### src/rtl/spart_pkg.sv
`default_nettype none
// ============================================================
// spart_pkg: shared SPART constants and bus register map
// Rev 1.0
// ============================================================
package spart_pkg;

    localparam int SPART_OSR         = 16;
    localparam int SPART_DEFAULT_DIV = 122;
    localparam int SPART_DIV_W       = 16;

    // ioaddr decoding of the SPART bus; DB_LO/DB_HI feed the divisor write strobes
    typedef enum logic [1:0] {
        SPART_ADDR_TXRX   = 2'b00,
        SPART_ADDR_STATUS = 2'b01,
        SPART_ADDR_DB_LO  = 2'b10,
        SPART_ADDR_DB_HI  = 2'b11
    } spart_addr_e;

    // Returns {div_wr_hi, div_wr_lo} for a bus write cycle.
    function automatic logic [1:0] spart_db_strobes(input logic wr, input spart_addr_e addr);
        spart_db_strobes = {wr && (addr == SPART_ADDR_DB_HI), wr && (addr == SPART_ADDR_DB_LO)};
    endfunction

endpackage
`default_nettype wire

### src/rtl/spart_mod_counter.sv
`default_nettype none
// ============================================================
// spart_mod_counter: modulo-MOD down-counter with registered wrap pulse
// Rev 1.0
// ============================================================
module spart_mod_counter
    import spart_pkg::*;
#(
    parameter int MOD = SPART_OSR,
    localparam int W  = (MOD > 1) ? $clog2(MOD) : 1
) (
    input  logic         clk,
    input  logic         rst_n,
    input  logic         load,
    input  logic [W-1:0] load_val,
    input  logic         step,
    output logic         wrap_pulse
);

    logic [W-1:0] cnt_q, cnt_d;
    logic         wrap_q, wrap_d;

    // A load always suppresses the pulse, even when it lands on a step.
    always_comb begin
        cnt_d  = cnt_q;
        wrap_d = 1'b0;
        if (load) begin
            cnt_d = load_val;
        end else if (step) begin
            if (cnt_q == '0) begin
                cnt_d  = W'(MOD - 1);
                wrap_d = 1'b1;
            end else begin
                cnt_d = cnt_q - W'(1);
            end
        end
    end

    always_ff @(posedge clk or negedge rst_n) begin
        if (!rst_n) begin
            cnt_q  <= W'(MOD - 1);
            wrap_q <= 1'b0;
        end else begin
            cnt_q  <= cnt_d;
            wrap_q <= wrap_d;
        end
    end

    assign wrap_pulse = wrap_q;

endmodule
`default_nettype wire

### src/rtl/spart_baud_gen.sv
`default_nettype none
// ============================================================
// spart_baud_gen: SPART oversample tick, tx bit and rx mid-bit enables
// Rev 1.0
// ============================================================
module spart_baud_gen
    import spart_pkg::*;
#(
    parameter int DIV_W       = SPART_DIV_W,
    parameter int OSR         = SPART_OSR,
    parameter int DEFAULT_DIV = SPART_DEFAULT_DIV
) (
    input  logic             clk,
    input  logic             rst_n,
    input  logic             en,
    input  logic             div_wr_lo,
    input  logic             div_wr_hi,
    input  logic [7:0]       div_data,
    input  logic             rx_resync,
    output logic             rx_sample_en,
    output logic             rx_bit_mid,
    output logic             tx_en,
    output logic [DIV_W-1:0] div_value
);

    localparam int PH_W = $clog2(OSR);

    logic [DIV_W-1:0] cnt_q, cnt_d;
    logic [DIV_W-1:0] div_q, div_d;
    logic [7:0]       shadow_lo_q, shadow_lo_d;
    logic             rx_sample_en_q, rx_sample_en_d;
    logic [15:0]      div_wr_word;
    logic             tick;
    logic             commit;
    logic             rx_load;
    logic [PH_W-1:0]  rx_load_val;

    assign commit      = div_wr_hi;
    assign tick        = en & (cnt_q == '0);
    // Uses the shadow as it stood before this edge, so a same-cycle lo write lands next time.
    assign div_wr_word = {div_data, shadow_lo_q};

    always_comb begin
        shadow_lo_d    = div_wr_lo ? div_data : shadow_lo_q;
        div_d          = commit ? div_wr_word[DIV_W-1:0] : div_q;
        cnt_d          = cnt_q;
        if (commit) begin
            cnt_d = div_wr_word[DIV_W-1:0];
        end else if (tick) begin
            cnt_d = div_q;
        end else if (en) begin
            cnt_d = cnt_q - DIV_W'(1);
        end
        rx_sample_en_d = tick & ~commit;
    end

    always_ff @(posedge clk or negedge rst_n) begin
        if (!rst_n) begin
            cnt_q          <= DIV_W'(DEFAULT_DIV);
            div_q          <= DIV_W'(DEFAULT_DIV);
            shadow_lo_q    <= 8'(DEFAULT_DIV);
            rx_sample_en_q <= 1'b0;
        end else begin
            cnt_q          <= cnt_d;
            div_q          <= div_d;
            shadow_lo_q    <= shadow_lo_d;
            rx_sample_en_q <= rx_sample_en_d;
        end
    end

    // Resync re-centres the rx phase half a bit out; a commit restarts it a full bit out.
    assign rx_load     = commit | rx_resync;
    assign rx_load_val = commit ? PH_W'(OSR - 1) : PH_W'(OSR / 2 - 1);

    spart_mod_counter #(
        .MOD (OSR)
    ) u_tx_cnt (
        .clk        (clk),
        .rst_n      (rst_n),
        .load       (commit),
        .load_val   (PH_W'(OSR - 1)),
        .step       (tick),
        .wrap_pulse (tx_en)
    );

    spart_mod_counter #(
        .MOD (OSR)
    ) u_rx_ph (
        .clk        (clk),
        .rst_n      (rst_n),
        .load       (rx_load),
        .load_val   (rx_load_val),
        .step       (tick),
        .wrap_pulse (rx_bit_mid)
    );

    assign rx_sample_en = rx_sample_en_q;
    assign div_value    = div_q;

endmodule
`default_nettype wire

### config.mk
export PLATFORM = sky130hd
export DESIGN_NAME = spart_baud_gen
export DESIGN_NICKNAME = d
export VERILOG_FILES = /design/src/rtl/spart_pkg.sv /design/src/rtl/spart_mod_counter.sv /design/src/rtl/spart_baud_gen.sv
export SDC_FILE = /design/constraint.sdc
export NUM_CORES = 1
export LEC_CHECK = 0
export BUFFER_PORTS_ARGS = -buffer_cell sky130_fd_sc_hd__buf_4
export CELL_PAD_IN_SITES_DETAIL_PLACEMENT = 0
export CELL_PAD_IN_SITES_GLOBAL_PLACEMENT = 1
export CORE_ASPECT_RATIO = 1.4
export CORE_MARGIN = 2
export CORE_UTILIZATION = 41
export DETAILED_ROUTE_END_ITERATION = 10
export PLACE_DENSITY = 0.76
export SLEW_MARGIN = 20
export SYNTH_ARGS = -nofsm -noshare
export SYNTH_HDL_FRONTEND = slang
export SYNTH_SLANG_ARGS = --single-unit
### constraint.sdc
create_clock -name clk -period 2.2 [get_ports clk]
set_input_delay 0.11 -clock clk [delete_from_list [all_inputs] [get_ports clk]]
set_output_delay 0.11 -clock clk [all_outputs]
set_load 0.02 [all_outputs]
==> out/summary.txt <==
Worst-case reg-to-reg path depth: 4
Number of remaining DRC errors: 0
Internal Pwr Total: 1.697 mW
Worst reg2reg path endpoint: cnt_q[9]
Slew HR: 58.24%
Proportion of register bits with asynchronous set or reset after synthesis: 100.0%
Top cell type by total area after synthesis: dfrtp_1
Final clock period utilization by the worst path: 96.36%
Overall track demand over capacity in global routing: 19.19%
Capturing element type of the critical path: flop
First DRT Iteration DRCs: 105
Switch Pwr: 0.5937 mW
Required arrival time at the worst endpoint: 2.42 ns
Number of nets in the layout: 305
Number of I/O pins: 33
Setup TNS after final layout: 0 ns
Maximum clock frequency: 0.4717 GHz
Wl on met1: 2.513 mm
Time the final worst path needs with I/O delays and setup: 2.120 ns
Antenna violation net count after detailed routing: 0
Leading post-synthesis cells by cell area: dfrtp_1, dfstp_2, mux2_2
Fraction of layout instances using a drive strength above 1: 40.83%
Pleak: 1.402 nW
Post-synth net total: 253
Met2 routed WL: 3.294 mm
Number of warning messages in the yosys log: 0
Overall Power: 2.291 mW
Number of failing setup endpoints in the final timing report: 0
Max-Cap Viols: 0
First-pass GRT wire length: 10.40 mm
Seq pwr share: 49.3%
Clock slew seen by the registers of the worst setup and hold paths: 0.10 ns
Ranking of synthesized cells by instance count: dfrtp_1, dfstp_2, mux2_2, nor2_1
Clock sink count: 51
Starting utilization of the core area: 41.58%
Total inserted antenna cells: 0
Number of enable-type register cells in the synthesized netlist: 0
Cell area power density: 728.6 nW/um^2
Status: completed
Die H: 97.27 um
DP Area: 2973 sq um
Leading cell type by number of instances after synthesis: dfrtp_1
Worst-skew pair later-pin latency: 0.31 ns
Maximum level of the CTS H-tree: 2
Met3 wire len: 129 um
Fraction of power spent switching nets: 25.92%
Fraction of power consumed by combinational cells: 17.1%
Uppermost metal layer occupied by signal nets: met4
Routed via count divided by cell count: 5.662
Yosys reg bits: 51
Horiz. Die Dim: 70.62 um
Clock tree from TritonCTS: yes
Nature of the critical path startpoint: flop
Overall die area: 6869 sq um
DRT Pass-1 Iters: 4
Startpoint of the lowest-slack register-to-register path: cnt_q[2]
Share of the synthesized area in the top cell type: 27.50%
Cell Area, Synth: 2547 sq um
Clock Root Buffer: clkbuf_8
FF/Latch Area: 1305 sq um
Unrepaired setup endpoints after global routing: no
Number of global-route vias before repair: 2,132
Half-perimeter wire length after placement: 4.409 mm
Worst min-delay path class: in -> reg
Pin count of the biggest net entering global routing: 52
Row Count: 34
Syn-to-layout area delta: 23.43%
Count of pins over their slew limit: 0
Most used flip-flop cell after synthesis: dfrtp_1
Final Hold Violating Endpoints: 0
Worst hold path startpoint: div_data[7]
Critical path fanouts, max: 5
Reg2Reg Setup Slack: 0.08 ns
Final Cell Area: 3144 sq um
Worst setup path category: reg -> reg
Peak supply drop: 0.0004249 V
Filler cell count in the final layout: 588
Total number of vias: 2,044
Total congestion overflow: 0
Clock network power share: 33.6%
Worst Hold End: cnt_q[15]
Wire per inst: 16.92 um
Number of distinct standard cells referenced by the synthesized netlist: 50
Average cell area after synthesis: 10.79 sq um
Final routed wirelength across all metal layers: 6.107 mm
Gp weighted congestion: 0.8336
Worst hold path stage count: 3
Max Clock Skew: 0.01304 ns
Core region area: 6126 sq um
Number of input and output port buffers inserted: 32
Transition at the pin with the smallest max-transition slack: 0.6264 ns
Max clock buf depth: 2
TritonCTS Buffers: 5
Antenna violations before repair: 0
Number of instances in the synthesized netlist: 236
Total area of multi-input combinational cells: 1124 sq um
Data arrival, critical path: 2.34 ns
Share of the yosys chip area belonging to registers: 51.23%
## per-stage QoR
stage / hold slack (ns) / setup WS [ns] / utilization, % / cells
2_1_floorplan: -0.1856 / 0.02041 / - / 236
3_3_place_gp: 0.1726 / 0.04284 / 48.53 / 351
3_5_place_dp: 0.1813 / -0.008566 / 48.53 / 351
4_1_cts: 0.03611 / 0.03557 / 51.10 / 361
5_1_grt: 0.03000 / 0.008784 / 51.33 / 361
6_report: 0.04303 / 0.08014 / 51.33 / 361
## how the worst max path moves through the flow
stage | startpoint | endpoint | slack (ns) | cells past startpoint
after floorplan | cnt_q[0] | cnt_q[11] | 0.02 | 8
after global placement | cnt_q[0] | u_tx_cnt.cnt_q[3] | 0.04 | 8
final | cnt_q[2] | cnt_q[9] | 0.08 | 4
after global routing | cnt_q[0] | u_tx_cnt.cnt_q[3] | 0.009 | 8
after CTS | cnt_q[13] | u_tx_cnt.cnt_q[3] | 0.04 | 6
after detailed placement | cnt_q[0] | cnt_q[12] | -0.009 | 7
## cells by family after synthesis
family | count (synthesis) | synth area share, %
buffers and inverters | 27 | 5.353
and+or+nand+nor | 71 | 15.42
AOI/OAI and AO/OA | 61 | 16.65
muxes | 21 | 9.185
DFF | 51 | 51.23
xor gates and xnor gates | 2 | 0.6877
adders and majority gates | 3 | 1.474
## area by class of cell
| class | instances | share of cell area [%] |
|---|---|---|
| clock buffers | 6 | 2.308 |
| flip-flops and latches | 51 | 41.50 |
| clock inverters | 2 | 1.910 |
| repair buffers | 57 | 13.89 |
| multi-input cells | 158 | 35.73 |
| inverters | 15 | 1.791 |
| well taps | 72 | 2.865 |
## cell usage in the layout, fill, tap and decap left out, types with 5 or more instances in the layout
master,netlist,layout
a21oi_1,10,10
buf_4,0,54
clkbuf_8,0,5
dfrtp_1,28,28
dfstp_2,23,23
inv_1,14,14
mux2_2,19,19
nand2_1,15,15
nor2_1,18,18
nor3_1,8,8
o211ai_1,5,5
o21ai_0,15,14
## flip-flops by register name, indices dropped and copies added (netlist names)
register / count
u_rx_ph.wrap_pulse: 1
div_value: 16
shadow_lo_q: 8
u_rx_ph.cnt_q: 4
u_tx_cnt.wrap_pulse: 1
rx_sample_en: 1
cnt_q: 16
u_tx_cnt.cnt_q: 4
## power by group through the flow
stage	clock, mW	combinational [mW]	sequential (mW)
detailed placement	0	0.390	1.15
CTS	0.788	0.394	1.13
global placement	0	0.386	1.14
floorplan	0	0.177	1.17
finish	0.769	0.392	1.13
global route	0.823	0.432	1.14
## what timing repair did
action / CTS / global route
hold endpoints to repair: 30 / 0
gates resized for setup: 1 / 6
pin swaps: 0 / 3
hold buffers: 2 / 0
setup buffers: 0 / 0
setup endpoints to repair: 1 / 6
## worst max-delay path, cell delays in order, from the launching register on
cell and delay (ns):
dfrtp_1 0.44, or4_1 0.58, or2_2 0.33, or4_1 0.48
a32oi_1 0.20
## metal layers
metal,vias up,global-route usage [%]
met5,-,0
met4,0,8.418
met3,15,2.697
met2,44,33.45
met1,1011,23.28
li1,974,-
No activity file was read; power rests on OpenSTA's default activity.
